<file path="src/rtl/adc_lane_deser.sv">
`timescale 1ns/1ps
// adc_lane_deser
// Deserializes DDR rise/fall bit pairs from LANES data lanes and one frame lane
// into BITS-bit words. The word boundary is found by bit-slipping the
// extraction window until the frame lane shows FRAME_PATTERN for LOCK_CNT
// consecutive words. Once locked, aligned words for all lanes are emitted.
//
// Output strobe: word_valid is a one-cycle qualifier for word_data. There is
// no back-pressure; word_data is captured only on a word_valid cycle and is
// otherwise held.
module adc_lane_deser #(
    parameter int              LANES         = 8,
    parameter int              BITS          = 8,
    parameter logic [BITS-1:0] FRAME_PATTERN = 8'hF0,
    parameter int              LOCK_CNT      = 4,
    parameter int              UNLOCK_CNT    = 2
) (
    input  logic                      dco_clk,
    input  logic                      rst_n,
    input  logic [LANES-1:0]          bit_rise,
    input  logic [LANES-1:0]          bit_fall,
    input  logic                      frame_rise,
    input  logic                      frame_fall,
    input  logic                      resync,
    output logic [LANES*BITS-1:0]     word_data,
    output logic                      word_valid,
    output logic                      locked,
    output logic [$clog2(BITS)-1:0]   slip_pos,
    output logic                      frame_err,
    output logic [1:0]                dbg_state
);

    // History depth covers one full word plus every possible slip offset.
    localparam int HW      = 2 * BITS;
    localparam int SW      = $clog2(BITS);
    localparam int PH_LAST = BITS / 2 - 1;
    localparam int PH_W    = (BITS / 2 > 1) ? $clog2(BITS / 2) : 1;
    localparam int LC_W    = $clog2(LOCK_CNT + 1);
    localparam int UC_W    = $clog2(UNLOCK_CNT + 1);

    typedef enum logic [1:0] {
        S_SEARCH = 2'd0,
        S_SETTLE = 2'd1,
        S_LOCKED = 2'd2
    } state_t;

    // Shift histories, newest bit at the LSB.
    logic [LANES-1:0][HW-1:0] r_hist;
    logic [HW-1:0]            r_fhist;
    logic [PH_W-1:0]          r_ph;

    // Alignment state.
    state_t                   r_state;
    logic [SW-1:0]            r_slip;
    logic [LC_W-1:0]          r_match_cnt;
    logic [UC_W-1:0]          r_miss_cnt;

    // Registered outputs.
    logic [LANES*BITS-1:0]    r_word_data;
    logic                     r_word_valid;
    logic                     r_locked;
    logic                     r_frame_err;

    // Combinational helpers.
    logic [LANES-1:0][HW-1:0] w_hist_next;
    logic [HW-1:0]            w_fhist_next;
    logic [LANES*BITS-1:0]    w_word_flat;
    logic [BITS-1:0]          w_frame_word;
    logic                     w_boundary;
    logic                     w_frame_match;
    logic [LC_W-1:0]          w_match_inc;
    logic [UC_W-1:0]          w_miss_inc;
    logic [SW-1:0]            w_slip_inc;

    // Next-state histories: rise is the older bit, so it lands above fall.
    always_comb begin
        w_hist_next = '0;
        for (int l = 0; l < LANES; l++) begin
            w_hist_next[l] = {r_hist[l][HW-3:0], bit_rise[l], bit_fall[l]};
        end
        w_fhist_next = {r_fhist[HW-3:0], frame_rise, frame_fall};
    end

    // Word extraction from the next-state history at the current slip offset;
    // a larger slip selects older bits.
    always_comb begin
        w_word_flat = '0;
        for (int l = 0; l < LANES; l++) begin
            w_word_flat[l*BITS +: BITS] = BITS'(w_hist_next[l] >> r_slip);
        end
        w_frame_word = BITS'(w_fhist_next >> r_slip);
    end

    // Boundary detection, frame comparison and counter/slip increments.
    always_comb begin
        w_boundary    = (r_ph == PH_W'(PH_LAST));
        w_frame_match = (w_frame_word == FRAME_PATTERN);
        w_match_inc   = r_match_cnt + LC_W'(1);
        w_miss_inc    = r_miss_cnt + UC_W'(1);
        w_slip_inc    = (r_slip == SW'(BITS - 1)) ? '0 : r_slip + SW'(1);
    end

    // Bit histories shift every cycle; they are never cleared by resync.
    always_ff @(posedge dco_clk or negedge rst_n) begin
        if (!rst_n) begin
            r_hist  <= '0;
            r_fhist <= '0;
        end else begin
            r_hist  <= w_hist_next;
            r_fhist <= w_fhist_next;
        end
    end

    // Free-running pair counter; the word boundary is its last value.
    always_ff @(posedge dco_clk or negedge rst_n) begin
        if (!rst_n) begin
            r_ph <= '0;
        end else if (w_boundary) begin
            r_ph <= '0;
        end else begin
            r_ph <= r_ph + PH_W'(1);
        end
    end

    // Alignment FSM with registered outputs; evaluated at word boundaries,
    // resync takes priority over a boundary in the same cycle.
    always_ff @(posedge dco_clk or negedge rst_n) begin
        if (!rst_n) begin
            r_state      <= S_SEARCH;
            r_slip       <= '0;
            r_match_cnt  <= '0;
            r_miss_cnt   <= '0;
            r_locked     <= 1'b0;
            r_word_valid <= 1'b0;
            r_frame_err  <= 1'b0;
            r_word_data  <= '0;
        end else begin
            r_word_valid <= 1'b0;
            r_frame_err  <= 1'b0;
            if (resync) begin
                r_state     <= S_SEARCH;
                r_slip      <= '0;
                r_match_cnt <= '0;
                r_miss_cnt  <= '0;
                r_locked    <= 1'b0;
            end else if (w_boundary) begin
                case (r_state)
                    S_SEARCH: begin
                        if (w_frame_match) begin
                            if (w_match_inc == LC_W'(LOCK_CNT)) begin
                                // The locking boundary already carries a valid word.
                                r_state      <= S_LOCKED;
                                r_locked     <= 1'b1;
                                r_match_cnt  <= '0;
                                r_miss_cnt   <= '0;
                                r_word_data  <= w_word_flat;
                                r_word_valid <= 1'b1;
                            end else begin
                                r_match_cnt <= w_match_inc;
                            end
                        end else begin
                            r_match_cnt <= '0;
                            r_slip      <= w_slip_inc;
                            r_state     <= S_SETTLE;
                        end
                    end
                    S_SETTLE: begin
                        // The word straddling the slip change is discarded.
                        r_state <= S_SEARCH;
                    end
                    S_LOCKED: begin
                        r_word_data  <= w_word_flat;
                        r_word_valid <= 1'b1;
                        if (w_frame_match) begin
                            r_miss_cnt <= '0;
                        end else begin
                            r_frame_err <= 1'b1;
                            if (w_miss_inc == UC_W'(UNLOCK_CNT)) begin
                                // Lose lock but keep the slip: a glitch rather
                                // than a real phase move is the common case.
                                r_state     <= S_SEARCH;
                                r_locked    <= 1'b0;
                                r_match_cnt <= '0;
                                r_miss_cnt  <= '0;
                            end else begin
                                r_miss_cnt <= w_miss_inc;
                            end
                        end
                    end
                    default: begin
                        r_state <= S_SEARCH;
                    end
                endcase
            end
        end
    end

    assign word_data  = r_word_data;
    assign word_valid = r_word_valid;
    assign locked     = r_locked;
    assign slip_pos   = r_slip;
    assign frame_err  = r_frame_err;
    assign dbg_state  = r_state;

endmodule

</file>
<file path="config.mk">
export PLATFORM = sky130hd
export DESIGN_NAME = adc_lane_deser
export DESIGN_NICKNAME = d
export VERILOG_FILES = /design/src/rtl/adc_lane_deser.sv
export SDC_FILE = /design/constraint.sdc
export NUM_CORES = 1
export LEC_CHECK = 0
export CORE_ASPECT_RATIO = 2
export CORE_MARGIN = 3
export CORE_UTILIZATION = 35
export DETAILED_ROUTE_END_ITERATION = 8
export SLEW_MARGIN = 20
export SYNTH_ARGS = -nofsm -noshare
export SYNTH_HDL_FRONTEND = slang
export SYNTH_SLANG_ARGS = --single-unit
export TNS_END_PERCENT = 5
</file>
<file path="constraint.sdc">
create_clock -name dco_clk -period 6.1 [get_ports dco_clk]
set_clock_uncertainty 0.1 [all_clocks]
set_input_delay 0.61 -clock dco_clk [delete_from_list [all_inputs] [get_ports dco_clk]]
set_output_delay 0.61 -clock dco_clk [all_outputs]
set_load 0.02 [all_outputs]
</file>
==> summary.md <==
| Metric | Value |
|---|---|
| Finished Layout Cells | 1233 |
| Pwr Total | 2790 µW |
| Crit end category | flip-flop |
| Async S/R FF share, synth | 100% |
| First-pass GRT wire length | 33.1 mm |
| Clock buffer count from CTS | 17 |
| Final Wtd Congestion | 0.812 |
| Ranking of synthesized cells by area | dfrtp_1 53%, mux2i_1 11%, mux2_4 8.0% |
| Synth-to-Final Area Change | 19.2% |
| Sequential area share after synthesis | 53.0% |
| Critical path's top delay family | buffers and inverters |
| Synth Flop Type | dfrtp_1 |
| Post-Route WL | 19.8 mm |
| DRC | 0 |
| Count leader, synth | dfrtp_1 |
| Slew of the pin with the lowest slew margin | 1.06 ns |
| Ant diodes | 0 |
| Vias in the first global route | 6358 |
| CTS tree | yes |
| Status | finished clean |
| Adder-cell area share of the yosys netlist | 0.676% |
| Initial DRC Count | 326 |
| Crit-path max FO | 99 |
| Post-Syn Area per Cell | 11.3 µm² |
| Max incr delay on CP | 1.14 ns |
| Synth area leader | dfrtp_1 |
| CTS sink cnt | 196 |
| Post-synth top area share | 53.0% |
| Pin count of the biggest net entering global routing | 108 |
| Nets | 906 |
| Power per cell area | 253 nW/µm² |
| IO Port Bufs | 92 |
| Drt pass-1 iters | 4 |
| Hold Crit Class | primary input to asynchronous set/reset pin |
| Final hold vios | 0 |
| Detailed placer's ending HPWL | 13.3 mm |
| Synth Instances | 816 |
| IO Pins | 93 |
| Setup violators final | 0 |
| Peak VDD IR | 0.000197 V |
| Crit path kind | flip-flop to flip-flop |
| Post-CTS Setup Inserts | 0 |
| CTS resizes | 0 |
| Largest family of logic cells by synthesized area | multiplexers |
| Post-Place Cells | 1200 |
| Final slew viol count | 0 |
| Row count | 83 |
| YS warnings | 0 |
| Post-Synth Simple-Gate Area | 9.98% |
| GRT Total Usage | 14.5% |
| Die extent in y | 236 µm |
| Arr. time, crit path | 3.62 ns |
| Clock slew at reported path FFs | 0.07 ns |
| Share of cells above drive strength 1 | 15.1% |
| Core area | 25900 µm² |
| Fin crit share | 55.8% |
| Via density | 4.95 |
| Routed wirelength normalized by instance count | 16.1 µm |
| Cells along the critical path | clkinv_1 -> and2_1 -> a31o_2 -> mux2_4 |
| Req. time, crit path | 6.32 ns |
| Gr ovfl total | 0 |
| Clock latency on the worst-skew pair | 0.44 ns |
| Lkg Pwr | 0.00473 µW |
| Multiplexer share of the synthesized area | 23.7% |
| Mapped Area | 9250 µm² |
| Max Cap Viol | 0 |
| CTS Root Cell | clkbuf_16 |
| Htree depth | 4 |
| Top cells by count, synth | 196 x dfrtp_1, 145 x nand2_1, 104 x mux2i_1 |
| RSZ-0062 raised after global routing | false |
| Vias | 6099 |
| Starting Density | 35.8% |
| Slowest cell on the critical path | clkinv_1 |
| Final min period | 3.40 ns |
| Type of origin of the critical path | flip-flop |
| Synth Area in Compound Gates | 8.94% |
| Fill count | 2443 |
| Count of cell types in the netlist | 48 |
| Slew headroom | 29.4% |
| Clk buf depth | 2 |
| Mapped Nets | 842 |
| #FFs+latches synth | 196 |
| Util after Layout | 42.6% |
| Die area | 28500 µm² |
| Die Width | 121 µm |
| Post-DRT Antenna Nets | 0 |
| Post-synthesis xor/xnor area fraction | 0.189% |
| TNS Setup | 0 ns |
| WP buf/inv | 1 |
| Antenna violations before repair | 0 |
| Post-synth EDFFs | 0 |
| Fmax | 294 MHz |
| Post-CTS Hold Fix Bufs | 0 |
## power breakdown
part           internal (µW)  switching, µW  leakage [µW]
Clock                    682            495      0.000297
Sequential              1350           45.6       0.00240
Combinational           98.6            125       0.00203
## metrics by stage
step / setup WS (ns) / hold WS (ns) / area, µm²
floorplan: 3.93 / 0.214 / 9250
global placement: 2.90 / 0.267 / 10400
detailed placement: 2.83 / 0.265 / 10400
CTS: 2.81 / 0.147 / 11000
global route: 2.44 / 0.179 / 11000
finish: 2.70 / 0.0883 / 11000
## cells in the final DEF, fill, tap and decap left out, types with 5 or more instances in the layout
master and count:
mux2i_1 104, nand3_1 15, mux2_2 31, mux2_1 6, inv_1 7, clkdlybuf4s50_1 91
mux2_4 49, a21oi_1 56, o21ai_0 62, nor2_1 24, ha_1 5, and2_1 8
nand2_1 145, dfrtp_1 193, buf_4 6, clkbuf_16 17, a31o_2 6
## layout make-up
| class | count | area (µm²) | area share (%) |
|---|---|---|---|
| Tap cell | 340 | 425 | 3.86 |
| Multi-Input combinational cell | 556 | 4030 | 36.6 |
| Timing Repair Buffer | 99 | 997 | 9.04 |
| Clock buffer | 22 | 474 | 4.30 |
| Sequential cell | 196 | 4920 | 44.6 |
| Clock inverter | 10 | 145 | 1.32 |
| Inverter | 10 | 37.5 | 0.340 |
## final timing paths
| kind | startpoint | end | slack, ns | depth (start not counted) |
|---|---|---|---|---|
| max | slip_pos[2] | word_data[21] | 2.70 | 4 |
| min in group dco_clk | r_hist[97] | r_hist[99] | 0.29 | 0 |
| min reg2reg | r_hist[97] | r_hist[99] | 0.29 | 0 |
| max reg2reg | slip_pos[2] | word_data[21] | 2.70 | 4 |
| min | rst_n | word_data[2] | 0.09 | 1 |
| max in group asynchronous | rst_n | r_hist[48] | 4.43 | 2 |
## flip-flops by register name, indices dropped and copies added, names as in the netlist
register,count
r_hist,104
word_data,64
r_fhist,13
r_match_cnt,3
slip_pos,3
dbg_state,2
r_miss_cnt,2
r_ph,2
frame_err,1
locked,1
word_valid,1
## kinds of logic after synthesis
group                    count (synthesis)
XOR/XNOR                                 2
adder cells (fa/ha/maj)                  5
buffers and inverters                   64
multiplexers                           190
flip-flops                             196
AO/OA/AOI/OAI                          144
AND/OR/NAND/NOR                        215
## routing by layer
layer	routed length [µm]	vias up	part of all wire (%)	global-route usage (%)
met5	0	-	0	0
met4	535	0	2.7	5.88
met3	528	26	2.7	2.88
met2	10500	99	53	25.2
met1	8300	3003	42	17.4
li1	-	2971	-	-
(Power assumes the default switching activity.)
